## src/rtl/srl_tb_pkg.sv

```systemverilog
// Shared types and default sizing for the SRL lock-step monitor and its stimulus generator.
package srl_tb_pkg;

    typedef enum logic [1:0] {
        IDLE  = 2'd0,
        WARM  = 2'd1,
        CHECK = 2'd2,
        DONE  = 2'd3
    } mon_state_e;

    localparam int DEF_N      = 8;
    localparam int DEF_WARMUP = 4;
    localparam int DEF_RUN    = 24;
    localparam int DEF_CNT_W  = 16;

    // Bit 0 of the SRL outputs comes from an undriven input lane.
    localparam logic [7:0] DEF_IGNORE_MASK = 8'h01;

    function automatic int cnt_width(input int warmup, input int run);
        int m;
        m = (warmup > run) ? warmup : run;
        return $clog2(m) + 1;
    endfunction

endpackage

```

## src/rtl/srl_compare_monitor_if.sv

```systemverilog
// Bus bundle between the stimulus side (master) and the compare monitor (slave).
interface srl_compare_monitor_if
    import srl_tb_pkg::*;
#(
    parameter int N     = DEF_N,
    parameter int CNT_W = DEF_CNT_W
);
    logic             start;
    logic [N-1:0]     test;
    logic [N-1:0]     pat;
    logic             busy;
    logic             done;
    logic             fail;
    logic [CNT_W-1:0] err_count;
    logic [CNT_W-1:0] first_err_cycle;
    logic [N-1:0]     first_err_mask;

    modport master (
        output start, test, pat,
        input  busy, done, fail, err_count, first_err_cycle, first_err_mask
    );

    modport slave (
        input  start, test, pat,
        output busy, done, fail, err_count, first_err_cycle, first_err_mask
    );
endinterface

```

## src/rtl/srl_compare_monitor_sat_counter.sv

```systemverilog
// Saturating up-counter with synchronous clear; sticks at all-ones.
module sat_counter #(
    parameter int W = 16
) (
    input  logic         clk,
    input  logic         rst_n,
    input  logic         inc,
    input  logic         clr,
    output logic [W-1:0] q
);
    logic [W-1:0] r_q;

    always_ff @(posedge clk or negedge rst_n) begin
        if (!rst_n) begin
            r_q <= '0;
        end else if (clr) begin
            r_q <= '0;
        end else if (inc && (r_q != '1)) begin
            r_q <= r_q + W'(1);
        end
    end

    assign q = r_q;
endmodule

```

## src/rtl/srl_compare_monitor.sv

```systemverilog
// Lock-step comparator for the RTL vs netlist SRL buses: warm-up skip, fixed check run,
// sticky fail, saturating error count and first-mismatch capture.
module srl_compare_monitor
    import srl_tb_pkg::*;
#(
    parameter int           N           = DEF_N,
    parameter int           WARMUP      = DEF_WARMUP,
    parameter int           RUN         = DEF_RUN,
    parameter int           CNT_W       = DEF_CNT_W,
    parameter logic [N-1:0] IGNORE_MASK = N'(DEF_IGNORE_MASK)
) (
    input logic                  clk,
    input logic                  rst_n,
    srl_compare_monitor_if.slave bus
);
    localparam int CW = cnt_width(WARMUP, RUN);

    mon_state_e       r_state;
    mon_state_e       w_next;
    logic [CW-1:0]    r_cnt;
    logic             r_busy;
    logic             r_done;
    logic             r_fail;
    logic [CNT_W-1:0] r_firstCycle;
    logic [N-1:0]     r_firstMask;
    logic [N-1:0]     w_diff;
    logic             w_mismatch;
    logic             w_restart;
    logic             w_lastWarm;
    logic             w_lastCheck;
    logic             w_inc;

    // Case inequality so an X/Z on an unmasked lane is flagged rather than silently passing.
    always_comb begin
        w_diff = '0;
        for (int i = 0; i < N; i++) begin
            w_diff[i] = (bus.test[i] !== bus.pat[i]) && !IGNORE_MASK[i];
        end
    end

    assign w_mismatch  = |w_diff;
    assign w_restart   = bus.start && ((r_state == IDLE) || (r_state == DONE));
    assign w_lastWarm  = (r_cnt == CW'(WARMUP - 1));
    assign w_lastCheck = (r_cnt == CW'(RUN - 1));
    assign w_inc       = (r_state == CHECK) && w_mismatch;

    always_comb begin
        w_next = r_state;
        case (r_state)
            IDLE, DONE: if (w_restart) w_next = (WARMUP == 0) ? CHECK : WARM;
            WARM:       if (w_lastWarm) w_next = CHECK;
            CHECK:      if (w_lastCheck) w_next = DONE;
            default:    w_next = IDLE;
        endcase
    end

    always_ff @(posedge clk or negedge rst_n) begin
        if (!rst_n) begin
            r_state <= IDLE;
        end else begin
            r_state <= w_next;
        end
    end

    always_ff @(posedge clk or negedge rst_n) begin
        if (!rst_n) begin
            r_cnt        <= '0;
            r_busy       <= 1'b0;
            r_done       <= 1'b0;
            r_fail       <= 1'b0;
            r_firstCycle <= '0;
            r_firstMask  <= '0;
        end else begin
            r_busy <= (w_next == WARM) || (w_next == CHECK);
            r_done <= (w_next == DONE);
            if (w_restart) begin
                r_cnt        <= '0;
                r_fail       <= 1'b0;
                r_firstCycle <= '0;
                r_firstMask  <= '0;
            end else if (r_state == WARM) begin
                r_cnt <= w_lastWarm ? '0 : r_cnt + CW'(1);
            end else if (r_state == CHECK) begin
                r_cnt <= w_lastCheck ? '0 : r_cnt + CW'(1);
                if (w_mismatch && !r_fail) begin
                    r_fail       <= 1'b1;
                    r_firstCycle <= CNT_W'(r_cnt);
                    r_firstMask  <= w_diff;
                end
            end
        end
    end

    sat_counter #(.W(CNT_W)) u_errCount (
        .clk   (clk),
        .rst_n (rst_n),
        .inc   (w_inc),
        .clr   (w_restart),
        .q     (bus.err_count)
    );

    assign bus.busy            = r_busy;
    assign bus.done            = r_done;
    assign bus.fail            = r_fail;
    assign bus.first_err_cycle = r_firstCycle;
    assign bus.first_err_mask  = r_firstMask;
endmodule

```

## src/flat_wrapper.sv

```systemverilog
// flat-port wrapper written by rule: the top's interface ports become plain ports
module srl_compare_monitor_flat import srl_tb_pkg::*;
#(
    parameter int           N           = DEF_N,
    parameter int           WARMUP      = DEF_WARMUP,
    parameter int           RUN         = DEF_RUN,
    parameter int           CNT_W       = DEF_CNT_W,
    parameter logic [N-1:0] IGNORE_MASK = N'(DEF_IGNORE_MASK)
)
  (clk, rst_n, bus_start, bus_test, bus_pat, bus_busy, bus_done, bus_fail, bus_err_count, bus_first_err_cycle, bus_first_err_mask);
  srl_compare_monitor_if #(.N(N), .CNT_W(CNT_W)) bus_i ();
  input logic clk;
  input logic rst_n;
  input wire logic [$bits(bus_i.start)-1:0] bus_start;
  input wire logic [$bits(bus_i.test)-1:0] bus_test;
  input wire logic [$bits(bus_i.pat)-1:0] bus_pat;
  output wire logic [$bits(bus_i.busy)-1:0] bus_busy;
  output wire logic [$bits(bus_i.done)-1:0] bus_done;
  output wire logic [$bits(bus_i.fail)-1:0] bus_fail;
  output wire logic [$bits(bus_i.err_count)-1:0] bus_err_count;
  output wire logic [$bits(bus_i.first_err_cycle)-1:0] bus_first_err_cycle;
  output wire logic [$bits(bus_i.first_err_mask)-1:0] bus_first_err_mask;
  assign bus_i.start = bus_start;
  assign bus_i.test = bus_test;
  assign bus_i.pat = bus_pat;
  assign bus_busy = bus_i.busy;
  assign bus_done = bus_i.done;
  assign bus_fail = bus_i.fail;
  assign bus_err_count = bus_i.err_count;
  assign bus_first_err_cycle = bus_i.first_err_cycle;
  assign bus_first_err_mask = bus_i.first_err_mask;
  srl_compare_monitor #(.N(N), .WARMUP(WARMUP), .RUN(RUN), .CNT_W(CNT_W), .IGNORE_MASK(IGNORE_MASK)) u_core (.clk(clk), .rst_n(rst_n), .bus(bus_i));
endmodule
```

## config.mk

```make
export PLATFORM = sky130hd
export DESIGN_NAME = srl_compare_monitor_flat
export DESIGN_NICKNAME = d
export VERILOG_FILES = /design/src/rtl/srl_tb_pkg.sv /design/src/rtl/srl_compare_monitor_if.sv /design/src/rtl/srl_compare_monitor_sat_counter.sv /design/src/rtl/srl_compare_monitor.sv /design/src/flat_wrapper.sv
export SDC_FILE = /design/constraint.sdc
export NUM_CORES = 1
export LEC_CHECK = 0
export CAP_MARGIN = 20
export CORE_ASPECT_RATIO = 1.5
export CORE_MARGIN = 1.5
export CORE_UTILIZATION = 45
export CTS_CLUSTER_SIZE = 28
export DETAILED_ROUTE_END_ITERATION = 8
export DONT_BUFFER_PORTS = 1
export GPL_TIMING_DRIVEN = 0
export HOLD_SLACK_MARGIN = 0.03
export SYNTH_ARGS = -nofsm -noshare
export SYNTH_HDL_FRONTEND = slang
export SYNTH_HIERARCHICAL = 1
export SYNTH_SLANG_ARGS = --single-unit
```

## constraint.sdc

```tcl
create_clock -name clk -period 3 [get_ports clk]
set_input_delay 0.45 -clock clk [delete_from_list [all_inputs] [get_ports clk]]
set_output_delay 0.45 -clock clk [all_outputs]
set_load 0.01 [all_outputs]
```

---- Yosys cells after proc, flatten, opt, wreduce, memory -nomap -nowiden ----
Index checks and enable logic that the tools add are counted.
W data, S select, Z words.
operators by class
  add/subtract/negate cells ............... 2
  eq/ne operators ......................... 17
  reduce and logical (&&, ||, !) cells .... 15
  multiplexer cells ....................... 23
operators with widths
  cell                     number
  $mux W16                 6
  $mux W8                  4
  $mux W6                  5
  $add A16 B1 Y16 const B  1
  $ne A16 B16 Y1 const B   1
  $eq A2 B2 Y1 const B     4
  $nex A1 B1 Y1            7
  $reduce_or A7 Y1         1
  $add A6 B1 Y6 const B    1
  $eq A6 B2 Y1 const B     1
  $eq A6 B5 Y1 const B     1
  $mux W2                  3
  $pmux W2 S3              1
  $reduce_bool A2 Y1       3
  $eq A2 B1 Y1 const B     2
  $logic_and A1 B1 Y1      4
  $mux W1                  4
  $reduce_and A3 Y1        1
  $reduce_bool A3 Y1       1
  $logic_not A2 Y1         1
  $logic_or A1 B1 Y1       2
  $ne A2 B2 Y1 const B     1
  $reduce_or A2 Y1         1
  $logic_not A1 Y1         1
word-level totals
  bits in registers ....................... 51
  logic and storage cells ................. 65

---- Longest topological paths before layout ----
  depth after elaboration ................. 7
  depth in mapped cells ................... 8
  mapped depth without buffers ............ 7

---- Hierarchy ----
Netlist, hierarchy kept.
by module, submodules not included
  module               instances  area each (µm²)  sequential area each (µm²)  cells each
  srl_compare_monitor  1          1332.5           600.6                       141
  sat_counter          1          942.2            400.4                       98

---- Worst setup path before layout ----
No wires, ideal clock.
  path type ............................... input -> register
  start point ............................. input bus_pat[1]
  end point ............................... register u_core.u_errCount.r_q[8] (netlist: u_core/u_errCount/q[8])
  stages .................................. 8
  path buffers ............................ 2
  setup slack ............................. 0.702 ns
  data arrival time ....................... 2.220 ns
  required time ........................... 2.922 ns
  cells stage by stage .................... xor2_1 -> or4b_4 -> o21a_1 -> inv_1 -> clkbuf_1 -> clkbuf_1 -> o21ai_0 -> a21oi_1
between the ends
  longest elaborated chain between the ends .. 5
RTL lines
  item                                 line                                   source
  start: declaration                   flat_wrapper.sv:16                     input wire logic [$bits(bus_i.pat)-1:0] bus_pat;
  $nex A1 B1 Y1                        srl_compare_monitor.sv:37              w_diff[i] = (bus.test[i] !== bus.pat[i]) && !IGNORE_MASK[i];
  $reduce_or A7 Y1                     srl_compare_monitor.sv:41              assign w_mismatch = |w_diff;
  $logic_and A1 B1 Y1                  srl_compare_monitor.sv:45              assign w_inc = (r_state == CHECK) && w_mismatch;
  named net u_core.w_inc               srl_compare_monitor.sv:31              logic w_inc;
  $logic_and A1 B1 Y1                  srl_compare_monitor_sat_counter.sv:18  end else if (inc && (r_q != '1)) begin
  $reduce_bool A2 Y1 (no source line)  n/a
  end signal: assignment               srl_compare_monitor_sat_counter.sv:19  r_q <= r_q + W'(1);
  end: declaration                     srl_compare_monitor_sat_counter.sv:11  logic [W-1:0] r_q;
The timed path passes the listed nets, and every way through them passes these cells.
A chain may end at the register's enable or synchronous reset.

---- Final worst setup path ----
Ends and elaborated chain as after synthesis.

==> key figures <==
Run status
  • Status: completed

Floorplanning
  • Core area: 4850 um^2
  • Width of the die: roughly 61 um
  • Starting density of the core: 0.469
  • DIE HEIGHT: 90.1 um
  • I/O pin count: 62
  • Cell row count: 31
  • Die area: 5500 um^2

Drt
  • Routed wirelength normalized by instance count: 15.4 um
  • Wire length after detailed routing: about 5000 um
  • 1st-pass router iterations: 4
  • Initial DRC Count: 134
  • Drc violations: 0
  • Number of vias per cell: between 5 and 6
  • Via count: 1,785
  • Number of antenna-violating nets in the routed design: 0

Final layout
  • Area occupied by multi-input gates: 1130 um^2
  • Final-layout fill cell count: 454
  • Share of final-layout standard cells stronger than drive strength 1: 0.143
  • Diode insertion count for antenna repair: 0
  • Net count of the finished layout: about 280
  • Signed area change from the synthesized netlist to the final layout: 10.7%
  • Area taken by flip-flops and latches: around 1000 um^2

Placement
  • Routability congestion estimate: 0.842
  • Post-place setup slack: slightly above 200 ps
  • Port Buffer Count: 0
  • Post-detail-place hpwl: 3630 um

Synth
  • Cells after synthesis: 239
  • XOR/XNOR Fraction of Synth Area: 0.0424
  • Library cell with the largest summed area after synthesis: sky130_fd_sc_hd__dfrtp_1
  • Synth Area in Simple Gates: 0.218
  • Dominant synthesized flop cell: sky130_fd_sc_hd__dfrtp_1
  • Per-instance average area after synthesis: 9.52 um^2
  • Combinational family with the most area after synthesis: simple AND/OR/NAND/NOR gates
  • Proportion of synthesized flip-flops having asynchronous set or reset: 1.00
  • Post-synthesis compound-gate area fraction: 0.167
  • Top post-synthesis cells by area: sky130_fd_sc_hd__dfrtp_1, sky130_fd_sc_hd__nand2_1, sky130_fd_sc_hd__buf_4
  • Adder and majority cell fraction of the synthesized area: 0.0330
  • Flops & latches, synth: 40
  • Share of the yosys chip area belonging to registers: 0.440
  • Netlist cell types: 49
  • Multiplexer share of the synthesized area: 0.0198
  • EDFF count, synth: 0
  • Area share of the largest cell type after synthesis: 0.440
  • Ys Warns: 6
  • Cell Area, Synth: 2270 um^2

Worst hold path
  • Worst min path class: input port to flip-flop

Clocking
  • Clock tree from TritonCTS: built
  • H-tree levels: 2
  • Maximum root-to-sink buffer count: 2
  • Clock buffers created by TritonCTS: 5
  • Buffer count from post-CTS setup fixing: 0
  • Number of instances resized during post-cts repair: 0
  • Clock tree root buffer cell: sky130_fd_sc_hd__clkbuf_8
  • Worst-path clk slew: 80 ps
  • Number of clock sinks: 40
  • Clock latency at the later pin of the worst-skew pair: 290 ps

Timing
  • Final worst slack: 519 ps
  • Clock Skews: 5.83 ps
  • Fin. max-slew vios: 0
  • Headroom to the max-slew limit: 0.629
  • Hold Vio Cnt, Final: 0
  • Transition time at the pin with the least slew margin: 552 ps
  • Post-Route Hold Slack: 359 ps
  • Setup repair after global routing missed its margin: false
  • Fmax: 403 MHz
  • Final worst-path cycle share: 0.827
  • Count of final setup violators: 0
  • Min Clock Period, post-route: 2480 ps
  • Setup TNS Final: 0 ps

Global routing
  • Wire length of the first global-routing pass: 8250 um
  • Total global-route track usage: 0.196
  • Gr ovfl total: 0
  • Antenna violations before repair: 0
  • Pin count of the biggest net entering global routing: approximately 40
  • Via count of the first global-routing pass: 1,779

Power
  • Power Dens Cells: just under 700 nW/um^2
  • Static leakage: 1.12 nW
  • IR drop worst, VDD: 0.000428 V
  • Final Power: approximately 1.7 mW

Flow run
  • Max capacitance violation total: 0

Worst setup path
  • Required arrival time at the worst endpoint: 3220 ps
  • Startpoint types: input port
  • CP max FO: 10
  • Capturing element type of the critical path: flip-flop
  • Worst Path Arrival: 2700 ps
  • WS Path Type: input port to flip-flop
  • Setup slack of the worst register-to-register path: 570 ps
## final cells by class
type                            instances  share of cell area
Buffer                                 19              0.0507
Clock buffer                            6              0.0328
Clock inverter                          2             0.00398
Inverter                               13              0.0194
Multi-Input combinational cell        177               0.451
Sequential cell                        40               0.398
Tap cell                               66              0.0328
Timing Repair Buffer                    2              0.0119
## routing by layer
metal	vias to the layer above	routed length (um)	track usage
met2	50	2670	0.339
met3	7	271	0.0475
met4	0	70	0.0670
li1	872	-	-
met1	856	2000	0.227
met5	-	0	0
## cells in the mapped netlist (all sizes together), types with 2 or more instances
cell type	instances
nor3	2
nor4	5
and4	2
nand4	7
xor2	6
ha	6
nor2	12
a31oi	2
a2111oi	2
inv	13
nand2	30
and3	2
nor2b	5
o31ai	7
nand2b	3
or3	4
a21oi	13
xnor2	5
o22ai	8
buf	13
mux2	4
clkbuf	6
dfrtp	40
o21a	3
o21ai	14
or4	7
nand3	4
## worst paths after layout
| path | from | to | cells after the start |
|---|---|---|---|
| min in group asynchronous | rst_n | u_core/u_errCount/q[12] | 2 |
| max | bus_pat[1] | u_core/u_errCount/q[8] | 8 |
| min reg2reg | u_core/bus.first_err_mask[1] | u_core/bus.first_err_mask[1] | 2 |
| max reg2reg | u_core/r_state[0] | u_core/u_errCount/q[3] | 7 |
| max in group asynchronous | rst_n | u_core/bus.done | 2 |
| min | bus_start | u_core/r_state[0] | 2 |
## critical path: stages
cell	delay [ps]
sky130_fd_sc_hd__xor2_1	150
sky130_fd_sc_hd__or4b_4	550
sky130_fd_sc_hd__o21a_1	290
sky130_fd_sc_hd__inv_1	140
sky130_fd_sc_hd__clkbuf_1	380
sky130_fd_sc_hd__clkbuf_1	430
sky130_fd_sc_hd__o21ai_0	160
sky130_fd_sc_hd__a21oi_1	140
## metrics by stage
step	area (um^2)	utilization	instances
2_1_floorplan	2310	-	249
3_3_place_gp	2390	0.494	315
3_5_place_dp	2390	0.494	315
4_1_cts	2520	0.519	325
5_1_grt	2520	0.519	325
6_report	2520	0.519	325
## flip-flops by register name, summed over array words and instances (netlist names)
register,flops
u_core/bus.first_err_mask,7
u_core/r_cnt,6
u_core/bus.busy,1
u_core/r_state,2
u_core/bus.fail,1
u_core/bus.first_err_cycle,6
u_core/bus.done,1
u_core/u_errCount/q,16
## placed cells by master, fill, tap and decap left out, types with 3 or more instances in the layout
cell,Yosys,layout
sky130_fd_sc_hd__clkbuf_8,0,6
sky130_fd_sc_hd__xnor2_1,5,5
sky130_fd_sc_hd__o21ai_1,4,4
sky130_fd_sc_hd__nor2_1,12,12
sky130_fd_sc_hd__clkbuf_1,6,6
sky130_fd_sc_hd__nand4_1,6,6
sky130_fd_sc_hd__o21ai_0,7,7
sky130_fd_sc_hd__o21a_1,3,3
sky130_fd_sc_hd__o21ai_2,3,3
sky130_fd_sc_hd__or3_1,3,3
sky130_fd_sc_hd__xor2_1,6,6
sky130_fd_sc_hd__nand2_1,30,30
sky130_fd_sc_hd__or4_1,5,5
sky130_fd_sc_hd__ha_1,6,6
sky130_fd_sc_hd__mux2_1,4,4
sky130_fd_sc_hd__nand2b_1,3,3
sky130_fd_sc_hd__nor2b_1,5,5
sky130_fd_sc_hd__nand3_1,4,4
sky130_fd_sc_hd__a21oi_1,13,13
sky130_fd_sc_hd__buf_4,11,11
sky130_fd_sc_hd__o31ai_1,7,7
sky130_fd_sc_hd__conb_1,1,11
sky130_fd_sc_hd__nor4_1,4,4
sky130_fd_sc_hd__dfrtp_1,40,40
sky130_fd_sc_hd__o22ai_1,8,8
sky130_fd_sc_hd__inv_1,13,13
## kinds of logic after synthesis
group,Yosys count
AOI/OAI and AO/OA,57
xor gates and xnor gates,11
adders and majority gates,6
buffers and inverters,32
DFF,40
muxes,4
other,1
and+or+nand+nor,88
## what timing repair did
action | in CTS | in global routing
hold buffers | 2 | 0
endpoints found under the hold margin | 40 | 0
setup endpoints to repair | 0 | 0
## where the power goes
group | internal (mW) | leakage (nW) | switching (mW) | total (mW)
logic | 0.221 | 0.517 | 0.401 | 0.622
registers | 0.636 | 0.548 | 0.106 | 0.742
clock network | 0.184 | 0.0510 | 0.186 | 0.369
total | 1.04 | 1.12 | 0.693 | 1.73
(Power assumes the default switching activity.)
